## src/rtl/input_debounce_pkg.sv

```systemverilog
// Shared timing constants and sizing helpers for the input debounce block.
package input_debounce_pkg;

  // Board clock and the derived timer constants. The defaults of the debounce
  // block are expressed in these units, so other timers can share the 10us tick.
  localparam int CLK_HZ             = 24_000_000;
  localparam int TICK_10US_CLKS     = CLK_HZ / 100_000;   // 240
  localparam int DEBOUNCE_5MS_TICKS = 500;
  localparam int TICKS_PER_SEC      = 100_000;

  // Counter width for a counter that must hold values 0..n-1; never below one bit
  // so degenerate parameter choices still give a legal vector.
  function automatic int cnt_w(input int n);
    return (n < 2) ? 1 : $clog2(n);
  endfunction

endpackage

```

## src/rtl/input_debounce_channel.sv

```systemverilog
// One input channel: polarity, 2-flop synchronizer, debounce counter,
// long-press counter and registered rise/fall/long-press pulses.
module debounce_channel
  import input_debounce_pkg::*;
#(
  parameter int DEBOUNCE_TICKS = DEBOUNCE_5MS_TICKS,
  parameter int LONG_TICKS     = TICKS_PER_SEC,
  parameter int ACTIVE_LOW     = 0
) (
  input  logic clk,
  input  logic reset,
  input  logic i_pin,
  input  logic i_tick,
  output logic o_level,
  output logic o_rise,
  output logic o_fall,
  output logic o_long_press
);

  localparam logic POL = 1'(ACTIVE_LOW);

  localparam int            DW      = cnt_w(DEBOUNCE_TICKS);
  localparam logic [DW-1:0] DB_LAST = DW'(DEBOUNCE_TICKS - 1);
  localparam logic [DW-1:0] DB_ONE  = DW'(1);

  localparam int            LW        = cnt_w(LONG_TICKS + 1);
  localparam logic [LW-1:0] LONG_FULL = LW'(LONG_TICKS);
  localparam logic [LW-1:0] LONG_LAST = LW'(LONG_TICKS - 1);
  localparam logic [LW-1:0] LONG_ONE  = LW'(1);

  logic          w_active;
  logic          w_differ;
  logic          r_meta;
  logic          r_sync;
  logic          r_level;
  logic          r_rise;
  logic          r_fall;
  logic          r_long;
  logic [DW-1:0] r_db_cnt;
  logic [LW-1:0] r_long_cnt;

  // Polarity is folded in ahead of the synchronizer so everything downstream is 1 = active.
  assign w_active = i_pin ^ POL;
  assign w_differ = (r_sync != r_level);

  // Two-flop synchronizer; only the second stage is consumed.
  always_ff @(posedge clk or posedge reset) begin
    if (reset) begin
      r_meta <= 1'b0;
      r_sync <= 1'b0;
    end else begin
      r_meta <= w_active;
      r_sync <= r_meta;
    end
  end

  // Debounce: level follows sync only after DEBOUNCE_TICKS consecutive ticks of
  // disagreement; any agreement (tick or not) restarts the count. Edge pulses are
  // registered on the same edge that flips level.
  always_ff @(posedge clk or posedge reset) begin
    if (reset) begin
      r_level  <= 1'b0;
      r_db_cnt <= '0;
      r_rise   <= 1'b0;
      r_fall   <= 1'b0;
    end else begin
      r_rise <= 1'b0;
      r_fall <= 1'b0;
      if (!w_differ) begin
        r_db_cnt <= '0;
      end else if (i_tick) begin
        if (r_db_cnt == DB_LAST) begin
          r_level  <= r_sync;
          r_db_cnt <= '0;
          r_rise   <= r_sync;
          r_fall   <= ~r_sync;
        end else begin
          r_db_cnt <= r_db_cnt + DB_ONE;
        end
      end
    end
  end

  // Long press: count ticks while level is held, saturate at LONG_TICKS so the
  // pulse fires once per press; dropping level rearms.
  always_ff @(posedge clk or posedge reset) begin
    if (reset) begin
      r_long_cnt <= '0;
      r_long     <= 1'b0;
    end else begin
      r_long <= 1'b0;
      if (!r_level) begin
        r_long_cnt <= '0;
      end else if (i_tick && (r_long_cnt < LONG_FULL)) begin
        r_long_cnt <= r_long_cnt + LONG_ONE;
        r_long     <= (r_long_cnt == LONG_LAST);
      end
    end
  end

  assign o_level      = r_level;
  assign o_rise       = r_rise;
  assign o_fall       = r_fall;
  assign o_long_press = r_long;

endmodule

```

## src/rtl/input_debounce.sv

```systemverilog
// Debounces N_INPUTS raw board pins into clean levels plus rise/fall/long-press
// pulses. Holds the single shared tick prescaler, which is also exported.
module input_debounce
  import input_debounce_pkg::*;
#(
  parameter int N_INPUTS       = 2,
  parameter int TICK_CLKS      = TICK_10US_CLKS,
  parameter int DEBOUNCE_TICKS = DEBOUNCE_5MS_TICKS,
  parameter int LONG_TICKS     = TICKS_PER_SEC,
  parameter int ACTIVE_LOW     = 0
) (
  input  logic                clk,
  input  logic                reset,
  input  logic [N_INPUTS-1:0] i_btn_in,
  output logic [N_INPUTS-1:0] o_level,
  output logic [N_INPUTS-1:0] o_rise,
  output logic [N_INPUTS-1:0] o_fall,
  output logic [N_INPUTS-1:0] o_long_press,
  output logic                o_tick
);

  // Parameter sanity: refuse to elaborate a configuration that cannot work.
  if (TICK_CLKS < 2) begin : g_bad_tick
    $fatal(1, "input_debounce: TICK_CLKS must be >= 2");
  end
  if (DEBOUNCE_TICKS < 1) begin : g_bad_db
    $fatal(1, "input_debounce: DEBOUNCE_TICKS must be >= 1");
  end
  if (LONG_TICKS <= DEBOUNCE_TICKS) begin : g_bad_long
    $fatal(1, "input_debounce: LONG_TICKS must exceed DEBOUNCE_TICKS");
  end
  if ((ACTIVE_LOW != 0) && (ACTIVE_LOW != 1)) begin : g_bad_pol
    $fatal(1, "input_debounce: ACTIVE_LOW must be 0 or 1");
  end

  localparam int            PW      = cnt_w(TICK_CLKS);
  localparam logic [PW-1:0] PRE_MAX = PW'(TICK_CLKS - 1);
  localparam logic [PW-1:0] PRE_ONE = PW'(1);

  logic [PW-1:0] r_pre;
  logic          w_tick;

  // Tick is decoded from the terminal count, so it is 0 while the prescaler is held in reset.
  assign w_tick = (r_pre == PRE_MAX);

  // Free-running prescaler 0..TICK_CLKS-1 shared by every channel.
  always_ff @(posedge clk or posedge reset) begin
    if (reset) begin
      r_pre <= '0;
    end else if (w_tick) begin
      r_pre <= '0;
    end else begin
      r_pre <= r_pre + PRE_ONE;
    end
  end

  for (genvar g = 0; g < N_INPUTS; g++) begin : g_ch
    debounce_channel #(
      .DEBOUNCE_TICKS (DEBOUNCE_TICKS),
      .LONG_TICKS     (LONG_TICKS),
      .ACTIVE_LOW     (ACTIVE_LOW)
    ) u_ch (
      .clk          (clk),
      .reset        (reset),
      .i_pin        (i_btn_in[g]),
      .i_tick       (w_tick),
      .o_level      (o_level[g]),
      .o_rise       (o_rise[g]),
      .o_fall       (o_fall[g]),
      .o_long_press (o_long_press[g])
    );
  end

  assign o_tick = w_tick;

endmodule

```

## config.mk

```make
export PLATFORM = sky130hd
export DESIGN_NAME = input_debounce
export DESIGN_NICKNAME = d
export VERILOG_FILES = /design/src/rtl/input_debounce_pkg.sv /design/src/rtl/input_debounce_channel.sv /design/src/rtl/input_debounce.sv
export SDC_FILE = /design/constraint.sdc
export NUM_CORES = 1
export LEC_CHECK = 0
export ABC_AREA = 0
export CELL_PAD_IN_SITES_DETAIL_PLACEMENT = 2
export CELL_PAD_IN_SITES_GLOBAL_PLACEMENT = 2
export CORE_ASPECT_RATIO = 0.6
export CORE_MARGIN = 3
export CORE_UTILIZATION = 36
export DETAILED_ROUTE_END_ITERATION = 8
export DONT_BUFFER_PORTS = 1
export GPL_ROUTABILITY_DRIVEN = 0
export PLACE_DENSITY_LB_ADDON = 0.25
export SLEW_MARGIN = 10
export SYNTH_ARGS = -nofsm -noshare
export SYNTH_HDL_FRONTEND = slang
export SYNTH_SLANG_ARGS = --single-unit
export TNS_END_PERCENT = 50
```

## constraint.sdc

```tcl
create_clock -name clk -period 4.1 [get_ports clk]
set_clock_uncertainty 0.2 [all_clocks]
set_input_delay 0.41 -clock clk [delete_from_list [all_inputs] [get_ports clk]]
set_output_delay 0.41 -clock clk [all_outputs]
set_load 0.02 [all_outputs]
```

==> metrics.cfg <==
[route]
routed_via_density = 5.408
drtIter0Drc = 92
route.vias.total = 2731
routedWlPerCell_um = 18.70
drt-total-wl_um = 9446
antenna_left = 0
dr.pass1.iters = 4
drc_errors = 0

[logic_synthesis]
synth_fp_nets = 376
synthArstFlopShare_pct = 100.0
synthCells = 367
avgSynthCellArea_um2 = 10.27
synth-seq-area-share_pct = 47.82
yosysWarnings = 0
syn-cell-area_um2 = 3767
synth-edff-count = 0
synth.area.top_cells = dfrtp_1, xor2_1, nand2_1
synth_area_leader_cell = dfrtp_1
ys.flop_type = dfrtp_1
ys_ff_latch = 72
yosysUniqueCellTypes = 48
synth_top_area_share_pct = 47.82

[hold_path]
min_path_type = reg2reg

[layout]
nFillCells = 1083
syn2layout_area_growth_pct = 9.997
finish.instance_area_um2 = 4144
antenna_cells = 0
final_common_cell = dfrtp_1
fin_nets = 374
final-instance-count-excl-fill = 505
drive_above_1_share_pct = 10.00
final_cell_mix = dfrtp_1, nand2_1, xor2_1

[clock_tree]
cts.sinks = 72
cts_resized = 0
htreeDepth = 3
cts_inserted_buffers = 9
cts_max_path_buffers = 2
path_clk_slew_ns = 0.06
cts_setup_buffers = 0
cts_root_buf = clkbuf_16
cts_tree = yes
clock_latency_ns = 0.34

[power_and_ir_drop]
peakVddDrop_uv = 231.2
combPwrFrac_pct = 1.6
p_leak_nw = 1.827
clkPwrFrac_pct = 50.0
switching_share_pct = 22.46
intPower_mw = 1.144
power_frac_seq_pct = 48.4
p_total_mw = 1.476
switching_power_uw = 331.5
p_per_area_nw_per_um2 = 356.1

[sta]
relSlewSlack_pct = 43.69
fmax_mhz = 334.4
hold_violations = 0
final_max_slew_viol_count = 0
final.min_clock_period_ns = 2.990
fin_tns_setup_ns = 0
worst_pin_slew_ns = 0.8434
layout_setup_ws_ns = 1.110
min_period_over_period_pct = 72.94
rsz0062_at_grt = false
finalSetupViolCount = 0

[placement]
dp.cells = 486
portBuffers = 0
dp_hpwl_um = 6443
dpl_worst_slack_ns = 1.081
place_area_um2 = 3839

[worst_setup_path]
r2r_slack_ns = 1.11
worst-path-max-fanout = 14
end_kind = flop
crit_type = reg2reg
cp.required_ns = 4.12
cp-start-kind = flop
worstPathArrival_ns = 3.01

[die]
ios = 13
coreArea_um2 = 10020
rows = 28
fp.dieH_um = 85.24
die_w_um = 138.1
initial_utilization_pct = 37.60
dieArea_um2 = 11770

[global_routing]
grt_pass1_vias = 2939
grt_first_pass_wirelength_um = 16240
grt_start_max_net_pins = 40
gr-usage-all-layers_pct = 17.64
antenna_found_initial = 0
overflow = 0

[job]
max_cap_viol_count = 0

[run_status]
status = completed

==> Yosys cell counts (2+ instances only) <==
cell type	count
dfrtp_1	72
nand2_1	35
nor2_1	22
nor3b_1	5
nand3_1	19
xor2_1	26
a21boi_0	4
nor4_1	11
and4b_1	2
o21ai_0	7
clkbuf_1	5
a21oi_1	6
nor3_2	2
and4_1	5
and2_1	17
nor4b_2	3
nand4_1	15
mux2i_1	11
buf_2	3
nor2b_1	3
buf_4	10
o21a_1	3
mux2_2	2
o211ai_1	3
inv_1	6
xnor2_1	9
nor4_2	5
nand2b_1	11
or3_1	2
nand3_2	2
ha_1	5
nor3_1	9
and3_1	12
==> sequential cells by signal, summed over array words and instances (netlist names) <==
signal,flops
r_pre,8
g_ch.u_ch.o_level,2
g_ch.u_ch.r_db_cnt,18
g_ch.u_ch.r_long_cnt,34
g_ch.u_ch.o_rise,2
g_ch.u_ch.o_long_press,2
g_ch.u_ch.r_meta,2
g_ch.u_ch.o_fall,2
g_ch.u_ch.r_sync,2
==> what timing repair did <==
action                                  4_1_cts  5_1_grt
hold endpoints to repair                     40        0
hold buffers                                  3        0
endpoints found under the setup margin        0        0
==> layout make-up <==
| cell class | instances | area, um^2 | share of cell area [%] |
|---|---|---|---|
| Sequential cell | 72 | 1802 | 43.48 |
| Tap cell | 135 | 168.9 | 4.076 |
| Inverter | 6 | 22.52 | 0.5435 |
| Timing Repair Buffer | 6 | 52.55 | 1.268 |
| Multi-Input combinational cell | 270 | 1823 | 43.99 |
| Clock buffer | 12 | 246.5 | 5.948 |
| Clock inverter | 4 | 28.78 | 0.6944 |
==> worst max-delay path: stages (launching register included) <==
cell and delay, ns:
dfrtp_1 0.37, ha_1 0.22, and3_1 0.58, nand2_2 0.23, inv_1 0.51, nand4_1 0.31
nand2_1 0.33, nor2_1 0.10
==> final timing paths <==
path / startpoint / endpoint / depth (start not counted)
worst max register to register: r_pre[0] / g_ch[0].u_ch.r_db_cnt[0] / 7
min in group asynchronous: reset / g_ch[1].u_ch.r_long_cnt[2] / 2
max in group asynchronous: reset / g_ch[0].u_ch.r_db_cnt[6] / 3
worst min-delay path: g_ch[0].u_ch.r_meta / g_ch[0].u_ch.r_sync / 0
worst max-delay path: r_pre[0] / g_ch[0].u_ch.r_db_cnt[0] / 7
worst min register to register: g_ch[0].u_ch.r_meta / g_ch[0].u_ch.r_sync / 0
==> metal layers <==
metal | GRT usage [%] | part of all wire, % | wire length, um
met4 | 5.650 | 1.4 | 135
met2 | 26.95 | 46 | 4343
met1 | 24.56 | 50 | 4761
met5 | 0 | 0 | 0
met3 | 4.786 | 2.2 | 207
==> logic make-up after synthesis <==
family / share of synthesized area (%)
muxes: 3.520
AOI/OAI and AO/OA: 6.012
DFF: 47.82
adders and majority gates: 1.661
and+or+nand+nor: 29.06
xor gates and xnor gates: 8.137
buffers and inverters: 3.786
==> metrics by stage <==
stage                     hold slack (ns)  util (%)
after floorplan                    0.1312         -
after global placement             0.1333     38.31
after detailed placement           0.1425     38.31
after CTS                          0.1530     41.36
after global routing               0.1516     41.36
final                              0.1482     41.36
==> power groups by stage <==
stage	sequential, mW	combinational (mW)	clock [mW]
after floorplan	0.727	0.0151	0
final	0.714	0.0240	0.738
after global routing	0.714	0.0283	0.791
after global placement	0.727	0.0228	0
after CTS	0.714	0.0254	0.757
after detailed placement	0.727	0.0231	0
Note: power is estimated with default switching activity, not from simulation.
